===== src/rtl/mem_stage_ctrl_pkg.sv =====
// Shared definitions for the memory-stage controller: widths, I/O select bit
// default and the FSM state encodings.
package mem_stage_ctrl_pkg;

    localparam int LEN_WORD        = 32;
    localparam int LEN_MEM_ADDR    = 20;
    localparam int IO_ADDR_BIT_DEF = 31;
    localparam int LEN_OFFSET      = 16;
    localparam int LEN_RD          = 5;

    localparam logic [1:0] ST_IDLE = 2'd0;
    localparam logic [1:0] ST_REQ  = 2'd1;
    localparam logic [1:0] ST_WAIT = 2'd2;
    localparam logic [1:0] ST_RESP = 2'd3;

    typedef enum logic [1:0] {
        S_IDLE = ST_IDLE,
        S_REQ  = ST_REQ,
        S_WAIT = ST_WAIT,
        S_RESP = ST_RESP
    } state_t;

    // Sign-extend a 16-bit displacement to a full data word.
    function automatic logic [LEN_WORD-1:0] sext_offset(input logic [LEN_OFFSET-1:0] off);
        return {{(LEN_WORD-LEN_OFFSET){off[LEN_OFFSET-1]}}, off};
    endfunction

endpackage


===== src/rtl/mem_stage_ctrl_addr_gen.sv =====
// mem_addr_gen: combinational effective-address generator. Produces the byte
// effective address, the word address presented to memory, the I/O select
// flag and a misalignment flag (low two address bits non-zero).
module mem_addr_gen
    import mem_stage_ctrl_pkg::*;
#(
    parameter int LEN_WORD     = mem_stage_ctrl_pkg::LEN_WORD,
    parameter int LEN_MEM_ADDR = mem_stage_ctrl_pkg::LEN_MEM_ADDR,
    parameter int IO_ADDR_BIT  = mem_stage_ctrl_pkg::IO_ADDR_BIT_DEF
) (
    input  logic [LEN_WORD-1:0]     base,
    input  logic [LEN_OFFSET-1:0]   offset,
    output logic [LEN_WORD-1:0]     ea,
    output logic [LEN_MEM_ADDR-1:0] word_addr,
    output logic                    io,
    output logic                    misaligned
);

    // Wrap past the top of the address space is intentionally silent.
    always_comb begin
        ea         = base + sext_offset(offset);
        word_addr  = ea[LEN_MEM_ADDR+1:2];
        io         = ea[IO_ADDR_BIT];
        misaligned = |ea[1:0];
    end

endmodule


===== src/rtl/mem_stage_ctrl.sv =====
// mem_stage_ctrl: memory-access stage between execute and the memory block.
// Takes one op per handshake, issues a single request to memory, waits for
// accepted/accessed and hands the result to write-back.
// Optional: define MEM_STAGE_MISALIGN_TRAP_EN to turn misaligned load/store
// into an exception result (no memory request, out_exc=1, out_data=ea).
module mem_stage_ctrl
    import mem_stage_ctrl_pkg::*;
#(
    parameter int LEN_WORD     = mem_stage_ctrl_pkg::LEN_WORD,
    parameter int LEN_MEM_ADDR = mem_stage_ctrl_pkg::LEN_MEM_ADDR,
    parameter int IO_ADDR_BIT  = mem_stage_ctrl_pkg::IO_ADDR_BIT_DEF
) (
    input  logic                    clk,
    input  logic                    rstn,
    input  logic                    in_valid,
    output logic                    in_ready,
    input  logic                    in_is_load,
    input  logic                    in_is_store,
    input  logic [LEN_WORD-1:0]     in_base,
    input  logic [LEN_OFFSET-1:0]   in_offset,
    input  logic [LEN_WORD-1:0]     in_data,
    input  logic [LEN_RD-1:0]       in_rd,
    output logic                    mem_order,
    output logic                    mem_we,
    output logic                    mem_io,
    output logic [LEN_MEM_ADDR-1:0] mem_address,
    output logic [LEN_WORD-1:0]     mem_wdata,
    input  logic                    mem_accepted,
    input  logic                    mem_accessed,
    input  logic [LEN_WORD-1:0]     mem_rdata,
    output logic                    out_valid,
    input  logic                    out_ready,
    output logic                    out_we,
    output logic [LEN_RD-1:0]       out_rd,
    output logic [LEN_WORD-1:0]     out_data,
    output logic                    out_exc
);

`ifdef MEM_STAGE_MISALIGN_TRAP_EN
    localparam bit TRAP_EN = 1'b1;
`else
    localparam bit TRAP_EN = 1'b0;
`endif

    state_t state_q, state_d;

    logic [LEN_WORD-1:0]     ea;
    logic [LEN_MEM_ADDR-1:0] word_addr;
    logic                    io;
    logic                    misaligned;

    logic                    is_mem;
    logic                    trap;
    logic                    capture;
    logic                    done;
    logic                    idle_c;

    logic                    is_store_q;
    logic                    io_q;
    logic [LEN_MEM_ADDR-1:0] addr_q;
    logic [LEN_WORD-1:0]     wdata_q;
    logic [LEN_RD-1:0]       rd_q;
    logic                    out_we_q;
    logic [LEN_WORD-1:0]     out_data_q;
    logic                    exc_q;

    mem_addr_gen #(
        .LEN_WORD     (LEN_WORD),
        .LEN_MEM_ADDR (LEN_MEM_ADDR),
        .IO_ADDR_BIT  (IO_ADDR_BIT)
    ) u_addr_gen (
        .base       (in_base),
        .offset     (in_offset),
        .ea         (ea),
        .word_addr  (word_addr),
        .io         (io),
        .misaligned (misaligned)
    );

    assign is_mem  = in_is_load | in_is_store;
    assign trap    = TRAP_EN & is_mem & misaligned;
    assign capture = (state_q == S_IDLE) & in_valid;
    // Memory completes either in the accepting REQ cycle or later from WAIT.
    assign done    = ((state_q == S_REQ)  & mem_accepted & mem_accessed) |
                     ((state_q == S_WAIT) & mem_accessed);

    // State register; reset abandons any request in flight.
    always_ff @(posedge clk or posedge rstn) begin
        if (rstn) state_q <= S_IDLE;
        else      state_q <= state_d;
    end

    // Next-state and state-decoded handshake outputs.
    always_comb begin
        state_d   = state_q;
        idle_c    = 1'b0;
        mem_order = 1'b0;
        out_valid = 1'b0;
        case (state_q)
            S_IDLE: begin
                idle_c = 1'b1;
                if (in_valid) begin
                    if (trap || !is_mem) state_d = S_RESP;
                    else                 state_d = S_REQ;
                end
            end
            S_REQ: begin
                mem_order = 1'b1;
                if (mem_accepted) state_d = mem_accessed ? S_RESP : S_WAIT;
            end
            S_WAIT: begin
                if (mem_accessed) state_d = S_RESP;
            end
            S_RESP: begin
                out_valid = 1'b1;
                if (out_ready) state_d = S_IDLE;
            end
            default: state_d = S_IDLE;
        endcase
    end

    // Request fields: captured once per op and held for the whole request.
    always_ff @(posedge clk or posedge rstn) begin
        if (rstn) begin
            is_store_q <= 1'b0;
            io_q       <= 1'b0;
            addr_q     <= '0;
            wdata_q    <= '0;
            rd_q       <= '0;
        end else if (capture) begin
            is_store_q <= in_is_store;
            io_q       <= io;
            addr_q     <= word_addr;
            wdata_q    <= in_data;
            rd_q       <= in_rd;
        end
    end

    // Result fields: set at capture for pass-through/trap, at completion for
    // memory ops; untouched while RESP waits on out_ready.
    always_ff @(posedge clk or posedge rstn) begin
        if (rstn) begin
            out_we_q   <= 1'b0;
            out_data_q <= '0;
            exc_q      <= 1'b0;
        end else if (capture) begin
            exc_q <= trap;
            if (trap) begin
                out_we_q   <= 1'b0;
                out_data_q <= ea;
            end else if (!is_mem) begin
                out_we_q   <= (in_rd != '0);
                out_data_q <= in_data;
            end else begin
                out_we_q   <= 1'b0;
                out_data_q <= '0;
            end
        end else if (done) begin
            if (is_store_q) begin
                out_we_q   <= 1'b0;
                out_data_q <= '0;
            end else begin
                out_we_q   <= (rd_q != '0);
                out_data_q <= mem_rdata;
            end
        end
    end

    // in_ready is forced low while reset is held even though state is IDLE.
    assign in_ready    = idle_c & ~rstn;
    assign mem_we      = mem_order & is_store_q;
    assign mem_io      = io_q;
    assign mem_address = addr_q;
    assign mem_wdata   = wdata_q;
    assign out_we      = out_we_q;
    assign out_rd      = rd_q;
    assign out_data    = out_data_q;
    assign out_exc     = TRAP_EN ? exc_q : 1'b0;

endmodule


===== config.mk =====
export PLATFORM = sky130hd
export DESIGN_NAME = mem_stage_ctrl
export DESIGN_NICKNAME = d
export VERILOG_FILES = /design/src/rtl/mem_stage_ctrl_pkg.sv /design/src/rtl/mem_stage_ctrl_addr_gen.sv /design/src/rtl/mem_stage_ctrl.sv
export SDC_FILE = /design/constraint.sdc
export NUM_CORES = 1
export LEC_CHECK = 0
export CAP_MARGIN = 15
export CORE_MARGIN = 8
export CORE_UTILIZATION = 47
export DETAILED_ROUTE_END_ITERATION = 10
export PLACE_DENSITY = 0.83
export SLEW_MARGIN = 25
export SYNTH_ARGS = -nofsm -noshare
export SYNTH_HDL_FRONTEND = slang
export SYNTH_SLANG_ARGS = --single-unit

===== constraint.sdc =====
create_clock -name clk -period 4.4 [get_ports clk]
set_clock_uncertainty 0.15 [all_clocks]
set_input_delay 0.66 -clock clk [delete_from_list [all_inputs] [get_ports clk]]
set_output_delay 0.66 -clock clk [all_outputs]
set_load 0.02 [all_outputs]

; Word level (Yosys, flattened, before mapping)
; Index checks and enable logic that the tools add are counted.
[classes]
n_addsub = 1
n_eq_ne = 7
n_mux = 18
n_bitwise = 9
n_reduce_logical = 5
[op_table]
columns = op, count
row1 = $mux W32, 4
row2 = $add A32 B32 Y32, 1
row3 = $mux W2, 5
row4 = $reduce_bool A5 Y1, 2
row5 = $mux W1, 8
row6 = $ne A2 B2 Y1 const B, 4
row7 = $pmux W2 S4, 1
row8 = $and A1 B1 Y1, 6
row9 = $eq A2 B2 Y1 const B, 2
row10 = $reduce_and A4 Y1, 1
row11 = $eq A2 B1 Y1 const B, 1
row12 = $logic_not A2 Y1, 1
row13 = $or A1 B1 Y1, 2
row14 = $reduce_bool A2 Y1, 1
row15 = $not A1 Y1, 1
[totals]
regBits = 94
inputBits = 125
output_inout_bits = 96
word_cells = 48

; Depth between registers and ports, before layout
; Gate-level depths: netlist (run 1).
[logic_depth]
depth_word = 6
mapped_depth = 9
ltp_nobuf = 7

; Cells and area by module
; A second synthesis (run 1) with hierarchy kept.
[hier_totals]
hier_cells = 567
area_unflattened_um2 = 5819.3
[by_module_without_submodules]
columns = module, instances, cells_per_inst, area_per_inst_um2, seq_area_each_um2
row1 = mem_stage_ctrl, 1, 305, 3911.3, 2352.3
row2 = mem_addr_gen, 1, 262, 1908.1, 0.0

; Worst setup path after synthesis (run 1)
; OpenSTA, ideal clock, no wires.
[synth_timing]
path_type = in2reg
from = in in_base[7]
to = reg io_q (netlist: mem_io)
setup_time_ns = 0.082
arrival_time_ns = 2.269
required_ns = 4.168
setup_slack_ns = 1.899
cell_stages = 8
n_path_buf = 1
cell_sequence = ha_1 > buf_6 > a21o_1 > a221oi_4 > o221a_4 > a211oi_1 > or3_1 > a31oi_1
[synth_between]
elab_chain_len = 1
[synth_rtl]
columns = item, line
row1 = "start, declared", mem_stage_ctrl.sv:19  ; input logic [LEN_WORD-1:0] in_base,
row2 = $add A32 B32 Y32, mem_stage_ctrl_addr_gen.sv:21  ; ea = base + sext_offset(offset);
row3 = "end signal, assigned", mem_stage_ctrl.sv:132  ; io_q <= io;
row4 = "end, declared", mem_stage_ctrl.sv:59  ; logic io_q;
; Every way passes these cells.
; A chain may end at the register's enable or synchronous reset.

; Final worst setup path (run 1)
[layout_timing]
from = in in_offset[15]
to = reg io_q (netlist: mem_io)
[layout_between]
elab_chain_len = 1
[layout_rtl]
columns = item, line
row1 = "start, declared", mem_stage_ctrl.sv:20  ; input logic [LEN_OFFSET-1:0] in_offset,
row2 = $add A32 B32 Y32, mem_stage_ctrl_addr_gen.sv:21
; Every way passes these cells.

==> results of run 1 <==
==> layer usage <==
metal,up-vias,wire length (um),GRT usage
li1,2494,-,-
met1,2445,6850,0.269
met2,268,7920,0.374
met3,33,1730,0.0684
met4,0,457,0.100
met5,-,0,0
==> critical path, cell delays in order <==
cell and delay, ns:
clkdlybuf4s50_1 0.79, ha_1 0.56, a211oi_1 0.30, o21ai_1 0.12
a221oi_1 0.25, o221ai_1 0.16, or3_1 0.36, a31oi_1 0.17
==> state kept, by name, indices dropped and copies added (netlist names) <==
register and flops:
is_store_q 1, mem_address 20, mem_io 1, mem_wdata 32, out_data 32, out_rd 5
out_we 1, state_q 2
==> cell usage after synthesis (3+ instances only) <==
cell,count,area share
nand2_1,181,0.13
dfrtp_1,94,0.45
o21ai_0,57,0.055
ha_1,35,0.084
a22oi_1,34,0.049
clkbuf_1,28,0.020
a21oi_1,18,0.017
nor2_1,16,0.012
a21o_1,13,0.019
inv_1,11,0.0079
nor3_1,10,0.0096
nand3_1,7,0.0067
o31ai_1,6,0.0087
a211oi_1,5,0.0072
xnor2_1,5,0.0084
xor2_1,5,0.0084
a31oi_1,4,0.0048
and2_1,4,0.0048
nand4_1,4,0.0048
o21a_1,4,0.0058
a211o_1,3,0.0051
a221oi_1,3,0.0051
o21ai_1,3,0.0029
o21bai_1,3,0.0043
or4_1,3,0.0043
==> cell usage in the layout, fill, tap and decap left out, drive strengths merged, types with 3 or more instances in the layout <==
cell type,count
clkdlybuf4s50,219
nand2,181
dfrtp,94
o21ai,60
ha,35
a22oi,34
a21oi,19
nor2,16
a21o,13
inv,12
nor3,10
clkbuf,10
nand3,7
o31ai,6
buf,6
xor2,5
xnor2,5
a211oi,5
and2,5
a31oi,4
nand4,4
o21a,4
a221oi,4
a211o,3
or4,3
o21bai,3
o311ai,3
==> metrics by stage <==
step / utilization / hold slack (ns) / cells / power [W]
after global routing: 0.713 / 0.348 / 941 / 0.00490
after floorplan: - / 0.311 / 592 / 0.00277
after global placement: 0.692 / 0.307 / 925 / 0.00391
after detailed placement: 0.692 / 0.311 / 925 / 0.00399
final: 0.713 / 0.331 / 941 / 0.00460
after CTS: 0.712 / 0.333 / 941 / 0.00464
==> cell families after synthesis <==
group | count (synthesis) | share of synthesized area
other | 1 | 0.000721
flip-flops | 94 | 0.452
AND/OR/NAND/NOR | 237 | 0.189
adder cells (fa/ha/maj) | 35 | 0.0842
XOR/XNOR | 10 | 0.0168
multiplexers | 1 | 0.00192
buffers and inverters | 43 | 0.0337
AO/OA/AOI/OAI | 171 | 0.222
==> worst min path at each step <==
| stage | from | depth (start not counted) | to |
|---|---|---|---|
| after global placement | mem_wdata[17] | 2 | mem_wdata[17] |
| final | mem_wdata[8] | 2 | mem_wdata[8] |
| after global routing | mem_wdata[8] | 2 | mem_wdata[8] |
| after floorplan | is_store_q | 2 | is_store_q |
| after detailed placement | mem_wdata[25] | 2 | mem_wdata[25] |
| after CTS | mem_wdata[7] | 2 | mem_wdata[7] |
==> power by group <==
group	switching [W]	internal (W)	total (W)
clock	0.000312	0.000325	0.000637
combinational	0.00138	0.00111	0.00249
sequential	0.000228	0.00125	0.00148
total	0.00192	0.00268	0.00460
==> final cells by class <==
class | count | area (sq um)
inverters | 11 | 46.3
clock inverters | 6 | 93.8
clock buffers | 10 | 128
flip-flops and latches | 94 | 2350
well taps | 140 | 175
repair buffers | 225 | 2240
fillers | 827 | 3110
multi-input cells | 455 | 2690
==> impl_metrics.json, run 1 <==
{
  "setup_violations": 0,
  "area_growth_syn_to_layout_pct": 48.5,
  "place_ws_ns": 0.843,
  "pin_count": 221,
  "start_util": 0.480,
  "r2r_start": "state_q[0]",
  "clk_latency_ns": 0.35,
  "gp_congestion": 0.924,
  "drtAntennaViolNets": 0,
  "grt_pass1_vias": 5359,
  "period_minus_slack_ns": 3.23,
  "crit_path_start": "in_offset[15]",
  "cts.repair.resized": 0,
  "fin_crit_sh": 0.734,
  "ys_types": 54,
  "startpoint_type": "input port",
  "rsz0062_at_grt": "false",
  "fin_ws_ns": 1.17,
  "via_count": 5240,
  "required_ns": 4.54,
  "placed_area_sq_um": 7500,
  "syn-num-nets": 752,
  "cts_setup_buffers": 0,
  "path_max_fanout": 17,
  "wl_per_cell_um": 18.0,
  "track_usage": 0.227,
  "relSlewSlack": 0.503,
  "setup.worst_path.end": "mem_io",
  "ys_seq_elements": 94,
  "fin_setup_tns_ns": 0,
  "antenna_cells": 0,
  "min_path_type": "flip-flop to flip-flop",
  "root_buffer": "clkbuf_8",
  "die_y_um": 121,
  "detailed_place_hpwl_um": 13000,
  "cts_buffers": 9,
  "die_area_sq_um": 14700,
  "avgSynthCellArea_sq_um": 8.79,
  "yosysSeqAreaShare": 0.452,
  "status": "completed",
  "syn-cell-area_sq_um": 5200,
  "cellLeakagePower_nw": 3.46,
  "clk_pin_slew_ns": 0.09,
  "p_per_area_nw_per_um2": 596,
  "fmax_ghz": 0.310,
  "cts_hold_buf": 0,
  "dr.pass1.iters": 5,
  "fin_area_sq_um": 7730,
  "reg2reg_setup_slack_ns": 1.81,
  "cts_tree": "yes",
  "cts_buffer_depth": 2,
  "synth_cells": 592,
  "final_nets": 956,
  "grt_pass1_wl_um": 26900,
  "clock-sinks": 94,
  "final_layout_size_suffix_gt1_frac": 0.0424,
  "crit_type": "input port to flip-flop",
  "cp-end-kind": "flip-flop",
  "core_sq_um": 10800,
  "die_x_um": 121,
  "cts-htree-levels": 3,
  "via_per_inst": 5.57,
  "wl_um": 17000,
  "synth_edf_count": 0,
  "cap_violations": 0,
  "yosys_warnings": 0,
  "crit_arrival_ns": 3.37,
  "remaining_drc_errors": 0,
  "async_flop_share": 1.00,
  "r2r_end": "mem_address[10]",
  "slew_violations": 0,
  "synth_flop_cell": "dfrtp_1",
  "hold_violations": 0,
  "reg2reg_depth": 7,
  "grt_max_degree": 83,
  "port_buffers": 219,
  "grt.overflow.total": 0,
  "peakVddDrop_v": 0.000314,
  "num_rows": 38,
  "drt_iter0_drc": 344,
  "worst_pin_slew_ns": 0.746,
  "antenna_found_initial": 0
}
(Power assumes the default switching activity.)
==> inputs of run 2 (changes only) <==
Settings changed: CORE_UTILIZATION 47 to 39, PLACE_DENSITY 0.83 to 0.73.
Clock period 4.4 ns to 2.7 ns, I/O delays scaled along.
==> run 2 against run 1 <==
  * Wire length increased by 2.7%
  * Via count grew 1.2%
  * Sequential share of layout area is 2.1 points lower
  * Clock power rose by 88%
==> impl_metrics.json, run 2 (synthesis results as in run 1) <==
{
  "status": "completed",
  "n_fill_cell": 1107,
  "max_stage_delay_ns": 0.49,
  "final_layout_size_suffix_gt1_frac": 0.102,
  "fin_area_sq_um": 8290,
  "core_sq_um": 13100,
  "crit_path_start": "in_offset[15]",
  "detailed_place_hpwl_um": 14000,
  "cellLeakagePower_nw": 3.77,
  "port_buffers": 219,
  "cp-end-kind": "flip-flop",
  "cap_violations": 0,
  "crit_arrival_ns": 2.73,
  "reg2reg_depth": 7,
  "via_count": 5304,
  "remaining_drc_errors": 0,
  "track_usage": 0.194,
  "dp_cells": 1014,
  "final_common_cell": "clkdlybuf4s50_1",
  "p_per_area_nw_per_um2": 942,
  "crit_chain": "clkdlybuf4s50_1 > buf_4 > ha_1 > o21ai_0 > a21oi_1 > a221oi_1 > o221ai_1 > or3_1 > a31oi_1",
  "wl_um": 17400,
  "cts_setup_buffers": 0,
  "grt_pass1_vias": 5418,
  "instances_no_fill": 1030,
  "placed_area_sq_um": 8010,
  "slew_violations": 0,
  "gp_congestion": 0.859,
  "wl_per_cell_um": 16.9,
  "relSlewSlack": 0.640,
  "root_buffer": "clkbuf_16",
  "path_delay_family": "compound AO/OA/AOI/OAI gates",
  "die_area_sq_um": 17300,
  "cp_num_cells": 9,
  "cts_hold_buf": 0,
  "die_y_um": 131,
  "antenna_cells": 0,
  "rsz0062_at_grt": "false",
  "required_ns": 2.82,
  "fin_crit_sh": 0.967,
  "setup_violations": 0,
  "worst-path-buf-inv": 2,
  "worst_pin_slew_ns": 0.539,
  "cts_tree": "yes",
  "r2r_end": "mem_address[10]",
  "grt_max_degree": 67,
  "cts.repair.resized": 0,
  "num_rows": 42,
  "r2r_start": "state_q[0]",
  "fmax_ghz": 0.383,
  "setup.worst_path.end": "mem_io",
  "clk_pin_slew_ns": 0.07,
  "fin_ws_ns": 0.0883,
  "drtAntennaViolNets": 0,
  "crit_type": "input port to flip-flop",
  "reg2reg_setup_slack_ns": 0.60,
  "startpoint_type": "input port",
  "antenna_found_initial": 0,
  "grt.overflow.total": 0,
  "pin_count": 221,
  "start_util": 0.396,
  "via_per_inst": 5.15,
  "period_minus_slack_ns": 2.61,
  "path_max_fanout": 5,
  "cts_buffers": 9,
  "hold_violations": 0,
  "area_growth_syn_to_layout_pct": 59.4,
  "clk_latency_ns": 0.34,
  "place_ws_ns": -0.198,
  "grt_pass1_wl_um": 27800,
  "cts-htree-levels": 3,
  "final_cell_mix": "clkdlybuf4s50_1, nand2_1, dfrtp_1",
  "crit_slowest_cell": "clkdlybuf4s50_1",
  "peakVddDrop_v": 0.000388,
  "die_x_um": 131,
  "drt_iter0_drc": 255,
  "min_path_type": "flip-flop to flip-flop",
  "dr.pass1.iters": 4,
  "cts_buffer_depth": 2,
  "final_nets": 1009,
  "clock-sinks": 94
}
## run 2: changes by cell type in the layout (fill, tap and decap cells not counted), sizes merged
| cell | change |
|---|---|
| clkbuf | +2 |
| buf | +53 |
| bufinv | -2 |
## run 2: layout make-up
class                   instances  area (sq um)  area share
clock inverters                 4          27.5     0.00332
flip-flops and latches         94          2350       0.284
inverters                      11          45.0     0.00543
multi-input cells             455          2690       0.325
well taps                     176           220      0.0266
repair buffers                278          2700       0.325
clock buffers                  12           256      0.0309
## run 2: metal layers
metal  part of all wire  track usage
met5                  0            0
met1               0.43        0.230
met2               0.49        0.339
met3              0.063       0.0431
met4              0.021       0.0683
## run 2: worst min-delay path by stage
stage	start	to	slack, ns	cells past startpoint
floorplan	is_store_q	is_store_q	0.31	2
global placement	mem_wdata[0]	mem_wdata[0]	0.31	2
detailed placement	mem_wdata[30]	mem_wdata[30]	0.31	2
CTS	mem_wdata[30]	mem_wdata[30]	0.33	2
global route	out_data[29]	out_data[29]	0.34	2
finish	mem_wdata[7]	mem_wdata[7]	0.32	2
## run 2: where the power goes
part           switching [W]  total, W  internal, W
Combinational        0.00227   0.00420      0.00194
Sequential          0.000367   0.00241      0.00204
Clock               0.000523   0.00120     0.000678
## run 2: through the flow
step / TNS [ns] / power (W) / utilization / hold WS (ns)
floorplan: 0 / 0.00452 / - / 0.311
global placement: -0.239 / 0.00657 / 0.610 / 0.307
detailed placement: -0.571 / 0.00669 / 0.610 / 0.312
CTS: 0 / 0.00791 / 0.631 / 0.328
global route: 0 / 0.00832 / 0.631 / 0.341
finish: 0 / 0.00781 / 0.631 / 0.322
## run 2: worst reg2reg max path, stage by stage (launching register included)
cell,delay [ns]
dfrtp_1,0.39
inv_1,0.12
ha_1,0.27
nand2_2,0.23
buf_4,0.36
nor3_1,0.10
a211oi_1,0.24
nand3_1,0.11
